--- src/rtl/arbiter_pkg.sv ---
// Shared types and defaults for the arbiter requester front end.
package arbiter_pkg;

   localparam int N_REQ       = 2;
   localparam int BURST_W_DEF = 4;
   localparam int WAIT_W_DEF  = 4;

   typedef enum logic [1:0] {
      IDLE    = 2'd0,
      REQ     = 2'd1,
      OWN     = 2'd2,
      RELEASE = 2'd3
   } req_state_e;

   function automatic logic is_active(input req_state_e s);
      return (s == REQ) || (s == OWN);
   endfunction

endpackage

--- src/rtl/arbiter_req_client.sv ---
// Per-client request FSM: latches a burst, requests until all beats
// are granted, then releases for one cycle and pulses done.
module arbiter_req_client
   import arbiter_pkg::*;
#(
   parameter int BURST_W = BURST_W_DEF,
   parameter int WAIT_W  = WAIT_W_DEF
) (
   input  logic               clk,
   input  logic               rst,
   input  logic               start,
   input  logic [BURST_W-1:0] len,
   input  logic               grant,
   output req_state_e         state,
   output logic               request,
   output logic               busy,
   output logic               done,
   output logic               timeout,
   output logic               revoke
);

   localparam logic [WAIT_W-1:0] WAIT_MAX = '1;

   req_state_e         state_d;
   logic [BURST_W-1:0] len_q;
   logic [BURST_W-1:0] len_c;
   logic [BURST_W-1:0] beat_cnt;
   logic [BURST_W-1:0] beat_nxt;
   logic [WAIT_W-1:0]  wait_cnt;

   // A zero-length burst still needs one granted beat.
   assign len_c    = (len == '0) ? BURST_W'(1) : len;
   assign beat_nxt = beat_cnt + BURST_W'(1);

   always_ff @(posedge clk) begin
      if (rst) state <= IDLE;
      else     state <= state_d;
   end

   always_comb begin
      state_d = state;
      case (state)
         IDLE:    if (start) state_d = REQ;
         REQ: begin
            if (grant)
               state_d = (len_q == BURST_W'(1)) ? RELEASE : OWN;
         end
         OWN: begin
            if (!grant || beat_nxt == len_q)
               state_d = RELEASE;
         end
         RELEASE: state_d = IDLE;
         default: state_d = IDLE;
      endcase
   end

   always_comb begin
      request = 1'b0;
      busy    = 1'b0;
      done    = 1'b0;
      revoke  = 1'b0;
      request = is_active(state);
      busy    = (state != IDLE);
      done    = (state == RELEASE);
      revoke  = (state == OWN) && !grant;
   end

   always_ff @(posedge clk) begin
      if (rst) begin
         len_q    <= '0;
         beat_cnt <= '0;
         wait_cnt <= '0;
         timeout  <= 1'b0;
      end else begin
         case (state)
            IDLE: begin
               if (start) begin
                  len_q    <= len_c;
                  beat_cnt <= '0;
                  wait_cnt <= '0;
               end
            end
            REQ: begin
               if (grant) begin
                  beat_cnt <= BURST_W'(1);
               end else if (wait_cnt != WAIT_MAX) begin
                  wait_cnt <= wait_cnt + WAIT_W'(1);
                  if (wait_cnt == WAIT_MAX - WAIT_W'(1))
                     timeout <= 1'b1;
               end
            end
            OWN: begin
               if (grant) beat_cnt <= beat_nxt;
            end
            default: ;
         endcase
      end
   end

endmodule

--- src/rtl/arbiter_requester.sv ---
// Two-client requester front end with grant protocol checking.
// Error flags are sticky until reset.
module arbiter_requester
   import arbiter_pkg::*;
#(
   parameter int BURST_W = BURST_W_DEF,
   parameter int WAIT_W  = WAIT_W_DEF
) (
   input  logic                     clk,
   input  logic                     rst,
   input  logic [N_REQ-1:0]         start,
   input  logic [N_REQ*BURST_W-1:0] len,
   input  logic [N_REQ-1:0]         grant,
   output logic [N_REQ-1:0]         request,
   output logic [N_REQ-1:0]         busy,
   output logic [N_REQ-1:0]         done,
   output logic [N_REQ-1:0]         timeout,
   output logic                     err_onehot,
   output logic                     err_spurious,
   output logic                     err_revoke
);

   req_state_e       st [N_REQ];
   logic [N_REQ-1:0] active;
   logic [N_REQ-1:0] revoke;
   logic             onehot_hit;
   logic             spur_hit;

   for (genvar g = 0; g < N_REQ; g++) begin : g_client
      arbiter_req_client #(
         .BURST_W (BURST_W),
         .WAIT_W  (WAIT_W)
      ) u_client (
         .clk     (clk),
         .rst     (rst),
         .start   (start[g]),
         .len     (len[g*BURST_W +: BURST_W]),
         .grant   (grant[g]),
         .state   (st[g]),
         .request (request[g]),
         .busy    (busy[g]),
         .done    (done[g]),
         .timeout (timeout[g]),
         .revoke  (revoke[g])
      );
      assign active[g] = is_active(st[g]);
   end

   // Grant is only legal toward a client that is currently requesting.
   assign onehot_hit = (grant == '1);
   assign spur_hit   = |(grant & ~active);

   always_ff @(posedge clk) begin
      if (rst) begin
         err_onehot   <= 1'b0;
         err_spurious <= 1'b0;
         err_revoke   <= 1'b0;
      end else begin
         if (onehot_hit) err_onehot   <= 1'b1;
         if (spur_hit)   err_spurious <= 1'b1;
         if (|revoke)    err_revoke   <= 1'b1;
      end
   end

endmodule

--- config.mk ---
export PLATFORM = sky130hd
export DESIGN_NAME = arbiter_requester
export DESIGN_NICKNAME = d
export VERILOG_FILES = /design/src/rtl/arbiter_pkg.sv /design/src/rtl/arbiter_req_client.sv /design/src/rtl/arbiter_requester.sv
export SDC_FILE = /design/constraint.sdc
export NUM_CORES = 1
export LEC_CHECK = 0
export ABC_AREA = 1
export ABC_CLOCK_PERIOD_IN_PS = 1600
export CAP_MARGIN = 20
export CORE_UTILIZATION = 57
export CTS_CLUSTER_SIZE = 12
export DETAILED_ROUTE_END_ITERATION = 12
export DONT_BUFFER_PORTS = 1
export PLACE_DENSITY = 0.77
export SLEW_MARGIN = 5
export SYNTH_ARGS = -nofsm -noshare
export SYNTH_HDL_FRONTEND = slang
export SYNTH_SLANG_ARGS = --single-unit
--- constraint.sdc ---
create_clock -name clk -period 1.6 [get_ports clk]
set_clock_uncertainty 0.15 [all_clocks]
set_input_delay 0.32 -clock clk [delete_from_list [all_inputs] [get_ports clk]]
set_output_delay 0.32 -clock clk [all_outputs]
set_load 0.005 [all_outputs]
==> metrics.txt <==
status=finished with violations; failing checks=setup timing; DR WL/cell=13.9 µm; CP required=1.74 ns; syn_nets=310; row count=21; worst hold path class=in -> reg; Crit path max-delay family=simple AND/OR/NAND/NOR gates; Final min period=1.62 ns; core area=0.00336 mm²; crit path launch=g_client[1].u_client.beat_cnt[0]; Seq/Total Area, Yosys=33.0%; multi-input logic area=0.00126 mm²; CTS tree=built; PD cells=1800 mW/mm²; port buffer count=0; DRT iter0 DRCs=96; warnings from Yosys=0; share of cells above drive strength 1=29.6%; Die Y=61.3 µm; clock latency on the worst-skew pair=0.36 ns; worst-margin pin slew=0.674 ns; RD Place Congestion=0.817; nature of the critical path endpoint=flop; internal power=2.66 mW; Slew Limit Headroom=54.9%; sum of negative setup slack=-0.0184 ns; Max-Cap Viols=0; fmax=619 MHz; root buf cell=clkbuf_4; P_leak=1.08 nW; gr usage total=25.3%; IO Count=25; cell at the slowest stage of the critical path=dfxtp_2; commonest non-fill, non-tap cells in the layout=55 x nand2_1, 32 x inv_1, 27 x buf_4, 25 x dfxtp_1, 22 x nor2_1; Max clock buf depth=2; H-Tree Depth=2; most used cell, CP=nand2_1; DR vias/cell=5.21; # setup viols final=2; Yosys cell types=30; CP cell instances=ha_4, xnor2_2, nand2_1, nor2_1, nand3_1, nand2_1, nand2_2, nand2_1, nand2_1, nor2_1; Netlist Area Pre-Place=0.00200 mm²; Clk pwr share=15.2%; initial core utilization=59.5%; Final Instance Area=0.00255 mm²; Critical Path AT=1.76 ns; Reg area=673 µm²; Synth-to-Final Area Change=27.2%; Net Sw Frac=41.9%; DRC viols=0; synthesized flop and latch total=33; Startpoint Class=flop; Worst-path clk slew=0.12 ns; worst vdd ir=1.29 mV; RSZ-0062 raised after global routing=true; placed cell count=339; CTS buffer count=5; switching pwr=1.92 mW; n_diodes=0; vias in the first global route=1,651; Worst Path Buf+Inv=0; GR Overflow Total=0; largest net degree at the start of global routing=17; die area=0.00375 mm²; reg2reg start=g_client[1].u_client.beat_cnt[0]; via count=1,877; Max Fanout on Critical Path=4; DP Wirelength=3.06 mm; Cell Area, Placed=0.00217 mm²; CTS Sinks=33; Mean Syn Cell Area=7.15 µm²; # nets final=343; final worst slack=-0.0156 ns; antenna violations before repair=0; global-route wire length before repair=6.86 mm; Util after Layout=75.7%; Worst R2R Setup Slack=-0.02 ns; Gate Count Post-Synth=280; 1st-pass router iterations=4; Die X=61.3 µm; Filler Cells Inserted=277; Slew Viols, Final=0; Hold Worst Slack=0.00154 ns; final wirelength=5.00 mm; Final Hold Vio Count=0; Finished Layout Cells=360; Reg power frac=26.2%; Setup CP Type=reg -> reg; Period Utilization, post-route=101%; min-delay src=len[7]; Comb pwr share=58.6%; CP max stage delay=0.36 ns; commonest non-fill, non-tap cell in the layout=nand2_1; antenna-violating nets left=0
[state kept, by name, summed over array words and instances, names as in the netlist]
| register | flops |
|---|---|
| err_onehot | 1 |
| err_revoke | 1 |
| err_spurious | 1 |
| g_client.u_client.beat_cnt | 8 |
| g_client.u_client.len_q | 8 |
| g_client.u_client.state | 4 |
| g_client.u_client.timeout | 2 |
| g_client.u_client.wait_cnt | 8 |
[synth_stat cells]
cell	instances	area (µm²)
a211oi_2	4	50.1
a21oi_1	22	110
a221oi_1	1	8.76
buf_4	9	67.6
clkbuf_1	1	3.75
clkbuf_2	1	5.00
dfxtp_1	33	661
ha_1	16	200
inv_1	40	150
inv_2	2	7.51
nand2_1	59	221
nand2_2	2	12.5
nand2_4	3	33.8
nand3_1	16	80.1
nand4_1	4	25.0
nor2_1	26	97.6
nor2_2	2	12.5
nor3_1	6	30.0
nor3b_2	2	25.0
o21a_1	2	15.0
o21a_2	1	8.76
o21ai_0	16	80.1
o21ai_2	1	8.76
o22ai_1	1	6.26
o31a_1	1	8.76
o31ai_1	3	22.5
or2_1	1	6.26
or2_4	1	8.76
xnor2_1	2	17.5
xor2_1	2	17.5
[layout make-up]
type,instances,area share [%]
Inverter,42,6.48
Clock inverter,2,1.47
Sequential cell,33,26.4
Clock buffer,6,2.01
Tap cell,46,2.26
Timing Repair Buffer,37,12.0
Multi-Input combinational cell,194,49.3
[power groups by stage]
stage | registers, mW | clock network, mW | logic, mW
after floorplan | 1.16 | 0 | 1.48
after detailed placement | 1.15 | 0 | 2.06
after global routing | 1.23 | 0.736 | 2.95
final | 1.20 | 0.698 | 2.68
after CTS | 1.15 | 0.700 | 2.23
after global placement | 1.14 | 0 | 2.02
[cell families after synthesis]
| group | synth area share, % |
|---|---|
| AOI/OAI and AO/OA | 15.9 |
| and+or+nand+nor | 27.6 |
| buffers and inverters | 11.7 |
| DFF | 33.0 |
| xor gates and xnor gates | 1.75 |
| adders and majority gates | 10.0 |
[through the flow]
| step | setup WS [ns] | power [mW] |
|---|---|---|
| 4_1_cts | 0.00321 | 4.08 |
| 6_report | -0.0156 | 4.58 |
| 2_1_floorplan | 0.00268 | 2.65 |
| 5_1_grt | -0.0801 | 4.92 |
| 3_3_place_gp | 0.00313 | 3.16 |
| 3_5_place_dp | -0.0200 | 3.21 |
[final timing paths]
check	endpoint	cells past startpoint
max	g_client[1].u_client.state[1]	10
min	g_client[1].u_client.len_q[3]	2
max reg2reg	g_client[1].u_client.state[1]	10
min reg2reg	g_client[1].u_client.beat_cnt[3]	2
[layer usage]
metal | GRT usage [%] | vias to the layer above | wire length [µm]
li1 | - | 966 | -
met1 | 28.8 | 852 | 2050
met2 | 44.1 | 50 | 2600
met3 | 9.45 | 9 | 283
met4 | 7.79 | 0 | 65
met5 | 0 | - | 0
[repair_timing]
action                     CTS  global route
pin swaps                    4            12
resized for setup           13            40
hold endpoints to repair    16            14
setup buffers                2             4
hold buffers                 3             4
setup endpoints to repair   12            23
No activity file was read; power rests on OpenSTA's default activity.
